## config.mk

```make
export PLATFORM = sky130hd
export DESIGN_NAME = rv_div_seq_flat
export DESIGN_NICKNAME = d
export VERILOG_FILES = /design/src/rtl/rv_div_seq_pkg.sv /design/src/rtl/rv_div_seq_if.sv /design/src/rtl/rv_div_step.sv /design/src/rtl/rv_div_seq.sv /design/src/flat_wrapper.sv
export SDC_FILE = /design/constraint.sdc
export NUM_CORES = 1
export LEC_CHECK = 0
export CORE_MARGIN = 2
export CORE_UTILIZATION = 39
export DETAILED_ROUTE_END_ITERATION = 10
export GPL_TIMING_DRIVEN = 0
export PLACE_DENSITY = 0.59
export SYNTH_ARGS = -nofsm -noshare
export SYNTH_HDL_FRONTEND = slang
export SYNTH_SLANG_ARGS = --single-unit
```

## constraint.sdc

```tcl
create_clock -name i_clk -period 5.3 [get_ports i_clk]
set_input_delay 0.795 -clock i_clk [delete_from_list [all_inputs] [get_ports i_clk]]
set_output_delay 0.795 -clock i_clk [all_outputs]
set_load 0.05 [all_outputs]
```

## src/rtl/rv_div_seq_pkg.sv

```systemverilog
// rtl/rv_div_seq_pkg.sv - shared types and helpers for the iterative RV32 divider
package rv_div_seq_pkg;

    localparam int DIV_XLEN      = 32;
    localparam int DIV_ITER_BITS = 1;
    localparam int DIV_CNT_W     = $clog2(DIV_XLEN / DIV_ITER_BITS);

    // Encodings follow funct3[1:0] of the M-extension divide group (funct3[2]=1).
    typedef enum logic [1:0] {
        OP_DIV  = 2'b00,
        OP_DIVU = 2'b01,
        OP_REM  = 2'b10,
        OP_REMU = 2'b11
    } div_op_t;

    typedef enum logic [1:0] {
        ST_IDLE  = 2'b00,
        ST_CALC  = 2'b01,
        ST_FIXUP = 2'b10,
        ST_DONE  = 2'b11
    } div_state_t;

    // Codes outside the divide group fall back to DIVU.
    function automatic div_op_t div_decode(input logic [2:0] funct3);
        div_op_t op;
        op = funct3[2] ? div_op_t'(funct3[1:0]) : OP_DIVU;
        return op;
    endfunction

    function automatic logic div_is_signed(input div_op_t op);
        return (op == OP_DIV) || (op == OP_REM);
    endfunction

    function automatic logic div_is_rem(input div_op_t op);
        return (op == OP_REM) || (op == OP_REMU);
    endfunction

endpackage

```

## src/rtl/rv_div_seq_if.sv

```systemverilog
// rtl/rv_div_seq_if.sv - ALU-stage request/response bundle of the divide sequencer
interface rv_div_seq_if #(
    parameter int XLEN = 32
);
    logic            i_flush;
    logic            i_start;
    logic [2:0]      i_funct3;
    logic [XLEN-1:0] i_dividend;
    logic [XLEN-1:0] i_divisor;
    logic            o_stall;
    logic            o_busy;
    logic            o_valid;
    logic [XLEN-1:0] o_result;

    modport master (
        output i_flush, i_start, i_funct3, i_dividend, i_divisor,
        input  o_stall, o_busy, o_valid, o_result
    );

    modport slave (
        input  i_flush, i_start, i_funct3, i_dividend, i_divisor,
        output o_stall, o_busy, o_valid, o_result
    );
endinterface

```

## src/rtl/rv_div_step.sv

```systemverilog
// rtl/rv_div_step.sv - one combinational restoring-division iteration
module rv_div_step #(
    parameter int XLEN = 32
) (
    input  logic [XLEN-1:0] i_rem,
    input  logic [XLEN-1:0] i_quo,
    input  logic [XLEN-1:0] i_divisor,
    output logic [XLEN-1:0] o_rem,
    output logic [XLEN-1:0] o_quo
);

    logic [XLEN:0] rem_sh;
    logic [XLEN:0] diff;

    // The extra top bit of diff is the borrow: set means the trial subtract failed.
    always_comb begin
        rem_sh = {i_rem, i_quo[XLEN-1]};
        diff   = rem_sh - {1'b0, i_divisor};
        if (!diff[XLEN]) begin
            o_rem = diff[XLEN-1:0];
            o_quo = {i_quo[XLEN-2:0], 1'b1};
        end else begin
            o_rem = rem_sh[XLEN-1:0];
            o_quo = {i_quo[XLEN-2:0], 1'b0};
        end
    end

endmodule

```

## src/rtl/rv_div_seq.sv

```systemverilog
// rtl/rv_div_seq.sv - iterative DIV/DIVU/REM/REMU sequencer that stalls the pipeline while busy
module rv_div_seq
    import rv_div_seq_pkg::*;
#(
    parameter int XLEN      = 32,
    parameter int ITER_BITS = 1
) (
    input  logic       i_clk,
    input  logic       i_reset_n,
    rv_div_seq_if.slave bus
);

    localparam int N     = XLEN / ITER_BITS;
    localparam int CNT_W = $clog2(N);
    localparam logic [XLEN-1:0] MIN_NEG = {1'b1, {(XLEN-1){1'b0}}};

    div_state_t      state_q,  state_d;
    div_op_t         op_q,     op_d;
    logic [CNT_W-1:0] cnt_q,   cnt_d;
    logic [XLEN-1:0] rem_q,    rem_d;
    logic [XLEN-1:0] quo_q,    quo_d;
    logic [XLEN-1:0] dvs_q,    dvs_d;
    logic            q_neg_q,  q_neg_d;
    logic            r_neg_q,  r_neg_d;
    logic [XLEN-1:0] result_q, result_d;

    div_op_t         op_new;
    logic            sgn_new;
    logic            sa;
    logic            sb;
    logic [XLEN-1:0] quo_fix;
    logic [XLEN-1:0] rem_fix;

    logic [XLEN-1:0] rem_chain [ITER_BITS+1];
    logic [XLEN-1:0] quo_chain [ITER_BITS+1];

    assign rem_chain[0] = rem_q;
    assign quo_chain[0] = quo_q;

    for (genvar k = 0; k < ITER_BITS; k++) begin : g_step
        rv_div_step #(.XLEN(XLEN)) u_step (
            .i_rem     (rem_chain[k]),
            .i_quo     (quo_chain[k]),
            .i_divisor (dvs_q),
            .o_rem     (rem_chain[k+1]),
            .o_quo     (quo_chain[k+1])
        );
    end

    always_comb begin
        state_d  = state_q;
        op_d     = op_q;
        cnt_d    = cnt_q;
        rem_d    = rem_q;
        quo_d    = quo_q;
        dvs_d    = dvs_q;
        q_neg_d  = q_neg_q;
        r_neg_d  = r_neg_q;
        result_d = result_q;

        op_new  = div_decode(bus.i_funct3);
        sgn_new = div_is_signed(op_new);
        sa      = sgn_new & bus.i_dividend[XLEN-1];
        sb      = sgn_new & bus.i_divisor[XLEN-1];
        quo_fix = q_neg_q ? XLEN'(-quo_q) : quo_q;
        rem_fix = r_neg_q ? XLEN'(-rem_q) : rem_q;

        case (state_q)
            ST_IDLE: begin
                if (bus.i_start && !bus.i_flush) begin
                    op_d    = op_new;
                    q_neg_d = sa ^ sb;
                    r_neg_d = sa;
                    quo_d   = sa ? XLEN'(-bus.i_dividend) : bus.i_dividend;
                    dvs_d   = sb ? XLEN'(-bus.i_divisor) : bus.i_divisor;
                    rem_d   = '0;
                    cnt_d   = CNT_W'(N - 1);
                    // Zero divisor and signed overflow skip the iteration entirely.
                    if (bus.i_divisor == '0) begin
                        state_d  = ST_DONE;
                        result_d = div_is_rem(op_new) ? bus.i_dividend : '1;
                    end else if (sgn_new && (bus.i_dividend == MIN_NEG) &&
                                 (bus.i_divisor == '1)) begin
                        state_d  = ST_DONE;
                        result_d = div_is_rem(op_new) ? '0 : MIN_NEG;
                    end else begin
                        state_d = ST_CALC;
                    end
                end
            end
            ST_CALC: begin
                rem_d = rem_chain[ITER_BITS];
                quo_d = quo_chain[ITER_BITS];
                cnt_d = cnt_q - 1'b1;
                if (cnt_q == '0) begin
                    state_d = ST_FIXUP;
                end
            end
            ST_FIXUP: begin
                result_d = div_is_rem(op_q) ? rem_fix : quo_fix;
                state_d  = ST_DONE;
            end
            ST_DONE: begin
                state_d = ST_IDLE;
            end
        endcase

        // A flush abandons the op and leaves the last delivered result in place.
        if (bus.i_flush) begin
            state_d  = ST_IDLE;
            result_d = result_q;
        end
    end

    always_ff @(posedge i_clk) begin
        if (!i_reset_n) begin
            state_q  <= ST_IDLE;
            op_q     <= OP_DIVU;
            cnt_q    <= '0;
            rem_q    <= '0;
            quo_q    <= '0;
            dvs_q    <= '0;
            q_neg_q  <= 1'b0;
            r_neg_q  <= 1'b0;
            result_q <= '0;
        end else begin
            state_q  <= state_d;
            op_q     <= op_d;
            cnt_q    <= cnt_d;
            rem_q    <= rem_d;
            quo_q    <= quo_d;
            dvs_q    <= dvs_d;
            q_neg_q  <= q_neg_d;
            r_neg_q  <= r_neg_d;
            result_q <= result_d;
        end
    end

    // During reset the outputs look like an idle unit with i_start ignored.
    assign bus.o_busy   = i_reset_n && (state_q != ST_IDLE);
    assign bus.o_valid  = i_reset_n && (state_q == ST_DONE) && !bus.i_flush;
    assign bus.o_stall  = i_reset_n && !bus.i_flush &&
                          (((state_q == ST_IDLE) && bus.i_start) ||
                           (state_q == ST_CALC) || (state_q == ST_FIXUP));
    assign bus.o_result = result_q;

endmodule
```

## src/flat_wrapper.sv

```systemverilog
// flat-port wrapper written by rule: the top's interface ports become plain ports
module rv_div_seq_flat import rv_div_seq_pkg::*;
#(
    parameter int XLEN      = 32,
    parameter int ITER_BITS = 1
)
  (i_clk, i_reset_n, bus_i_flush, bus_i_start, bus_i_funct3, bus_i_dividend, bus_i_divisor, bus_o_stall, bus_o_busy, bus_o_valid, bus_o_result);
  rv_div_seq_if #(.XLEN(XLEN)) bus_i ();
  input  logic i_clk;
  input  logic i_reset_n;
  input wire logic [$bits(bus_i.i_flush)-1:0] bus_i_flush;
  input wire logic [$bits(bus_i.i_start)-1:0] bus_i_start;
  input wire logic [$bits(bus_i.i_funct3)-1:0] bus_i_funct3;
  input wire logic [$bits(bus_i.i_dividend)-1:0] bus_i_dividend;
  input wire logic [$bits(bus_i.i_divisor)-1:0] bus_i_divisor;
  output wire logic [$bits(bus_i.o_stall)-1:0] bus_o_stall;
  output wire logic [$bits(bus_i.o_busy)-1:0] bus_o_busy;
  output wire logic [$bits(bus_i.o_valid)-1:0] bus_o_valid;
  output wire logic [$bits(bus_i.o_result)-1:0] bus_o_result;
  assign bus_i.i_flush = bus_i_flush;
  assign bus_i.i_start = bus_i_start;
  assign bus_i.i_funct3 = bus_i_funct3;
  assign bus_i.i_dividend = bus_i_dividend;
  assign bus_i.i_divisor = bus_i_divisor;
  assign bus_o_stall = bus_i.o_stall;
  assign bus_o_busy = bus_i.o_busy;
  assign bus_o_valid = bus_i.o_valid;
  assign bus_o_result = bus_i.o_result;
  rv_div_seq #(.XLEN(XLEN), .ITER_BITS(ITER_BITS)) u_core (.i_clk(i_clk), .i_reset_n(i_reset_n), .bus(bus_i));
endmodule
```

==> reports/results.ini <==
[power]
irDropWorstVdd_uv=183.4
intPower_mw=2.045
p_clk_share_pct=40.3
powerDensity_nw_per_um2=238.0
p_sw_mw=0.9791
p_leak_nw=4.615
p_sw_share_pct=32.38
seqPwrFrac_pct=37.5
pwr-share-comb_pct=22.2

[routing]
ant_nets=0
vias_per_cell=5.873
drt-pass1-iter-count=5
route.detailed.drc=0
routedWlPerCell_um=20.10
drt-initial-drc-count=1150
drt-total-wl_um=39160
dr_total_vias=11441

[synthesis]
syn_avg_cell_area_um2=7.238
ys_seq_area_share_pct=25.93
synth_top_cell_area_share_pct=25.93
syn_area_um2=10650
netlist_instances=1472
synth-main-ff-cell=dfxtp_1
syn-num-nets=1587
synth_warnings=0
yosysTopAreaCell=dfxtp_1
synth-async-reset-ratio_pct=0
synth_area_leaders=dfxtp_1, nand2_1, xnor2_1, a21oi_1, xor2_1
ys_ff_latch=138
ys_types=72
synth_edf_count=0

[flow_run]
cap_viol_max_count=0

[critical_path]
cp-start-kind=flip-flop
criticalPathCategory=reg2out
max_stage_delay_ns=0.82
arrival_ns=3.34
crit_path_end_kind=output port
cp_data_required_time_ns=4.51
crit_path_top_delay_cell=clkdlybuf4s50_1
worstPathMaxFanout=10
critPathMostFrequentCell=clkbuf_1
path_cells=inv_1 > ha_1 > clkbuf_1 > clkbuf_1 > nor2_1 > a21oi_1 > clkdlybuf4s50_1

[final_layout]
fin_util_pct=47.28
syn2layout_area_growth_pct=19.26
diodes=0
final_nets=1710
drive_above_1_share_pct=4.045
fin_cells=1948
nFillCells=2829

[die]
dieArea_um2=28660
dieWidth_um=169.3
core-area_um2=26880
die_h_um=169.3
io_pins=106
rows=60
initial_core_util_pct=39.64

[global_route]
grt_max_degree=17
grt_pass1_wl_um=60810
antenna_found_initial=0
grt_pass1_vias=10777
grt_use_total_pct=27.21
grt_overflow=0

[clock_network]
clk_pin_slew_worst_paths_ns=0.07
ctsResizeCount=0
cts_buffer_depth=2
post-cts-setup-buffers=0
cts_tree=yes
insertion_delay_ns=0.43
cts_hold_buf=0
cts_buffers=17
cts-root-buf=clkbuf_16
cts_sinks=138
htreeDepth=4

[place]
port_buffers=104
placed_cells=1917
gp_congestion=0.9152
dpl.hpwl_um=30920

[timing]
min_period_over_period_pct=77.98
hold_viol_final=0
fmax_mhz=242.0
drv_slew=0
final.min_clock_period_ns=4.133
tns_ns=0
tightestPinTransition_ns=1.010
maxSlewHeadroom_pct=32.15
rsz0062_at_grt=no
finClkSkew_ns=0.01064
setup-violations-final=0

[outcome]
outcome=finished clean

[hold_path]
holdCritPathClass=reg2reg

## metal layers
metal,share of wire (%),track usage [%]
met3,7.3,4.104
met4,2.1,6.949
met1,46,38.32
met2,44,43.51
met5,0,0
## final cells by class
type	instances	area, µm²	area share (%)
plain buffers	88	342.8	2.698
flip-flops and latches	138	2763	21.74
clock buffers	19	442.9	3.486
inverters	64	240.2	1.891
multi-input cells	1182	7308	57.52
repair buffers	104	1041	8.193
well taps	341	426.7	3.358
clock inverters	12	141.4	1.113
## power by group through the flow
stage / sequential (mW) / combinational [mW] / clock, mW
4_1_cts: 1.13 / 0.660 / 1.23
5_1_grt: 1.14 / 0.734 / 1.27
3_5_place_dp: 1.16 / 0.655 / 0
3_3_place_gp: 1.15 / 0.653 / 0
2_1_floorplan: 1.15 / 0.415 / 0
6_report: 1.13 / 0.670 / 1.22
## logic make-up (layout without fill, tap and decap cells)
group	after synthesis	in the layout	share of synthesized area (%)
buf+inv	152	287	5.473
flops	138	138	25.93
mux	6	6	0.5872
xor+xnor	142	142	11.67
compound gates	454	454	27.65
simple gates	536	536	23.45
fa+ha+maj	44	44	5.238
## cells in the mapped netlist, types with 14 or more instances
cell and n:
nor3_1 24, o31ai_1 32, a31oi_1 16, clkbuf_1 77, nand3_1 29, a21o_1 14
ha_1 43, xor2_1 64, nor2_1 129, a21oi_1 114, nand2_1 227, nand4_1 24
a211oi_1 27, o21ai_0 109, xnor2_1 78, o211ai_1 30, inv_1 63, dfxtp_1 138
or4_1 16
## per-stage QoR
step	hold slack (ns)	instance area, µm²	setup slack [ns]	power [mW]
2_1_floorplan	0.4319	10650	2.236	1.566
3_3_place_gp	0.4402	12120	0.9017	1.808
3_5_place_dp	0.4466	12120	0.9374	1.812
4_1_cts	0.4540	12710	1.214	3.022
5_1_grt	0.4653	12710	0.9871	3.144
6_report	0.4513	12710	1.167	3.024
## cells in the final DEF (no fill, tap or decap), drive strengths merged, types with 10 or more instances in the layout
cell type	n
o311ai	10
nor2	129
nor3	25
inv	67
or4	20
clkdlybuf4s50	104
a21o	14
nand2b	10
and2	10
a211oi	28
o41ai	13
o31ai	33
o22ai	11
a221o	12
xnor2	78
buf	11
clkbuf	96
or3	13
a22o	11
o21ai	113
nand3	30
nor4	16
ha	43
dfxtp	138
a21oi	114
xor2	64
nand2	227
a31oi	16
o211ai	30
nand4	24
## registers in the layout (all words and copies together), names as in the netlist
name and count:
u_core.bus.o_result 32, u_core.cnt_q 5, u_core.dvs_q 32, u_core.op_q 1
u_core.q_neg_q 1, u_core.quo_q 32, u_core.r_neg_q 1, u_core.rem_q 32
u_core.state_q 2
## path summary, 6_finish.rpt
| path | start | endpoint | slack [ns] | depth (start not counted) |
|---|---|---|---|---|
| worst max-delay path | u_core.state_q[0] | bus_o_stall | 1.17 | 7 |
| worst min-delay path | u_core.dvs_q[22] | u_core.dvs_q[22] | 0.45 | 2 |
| worst max register to register | u_core.quo_q[31] | u_core.rem_q[12] | 1.36 | 13 |
| worst min register to register | u_core.dvs_q[22] | u_core.dvs_q[22] | 0.45 | 2 |
## worst max-delay path: cells and delay by family (launching register included)
kind	cells	cell delay, ns
buffers and inverters	4	1.85
adders and majority gates	1	0.40
DFF	1	0.33
AOI/OAI and AO/OA	1	0.19
and+or+nand+nor	1	0.12
(Power assumes the default switching activity.)
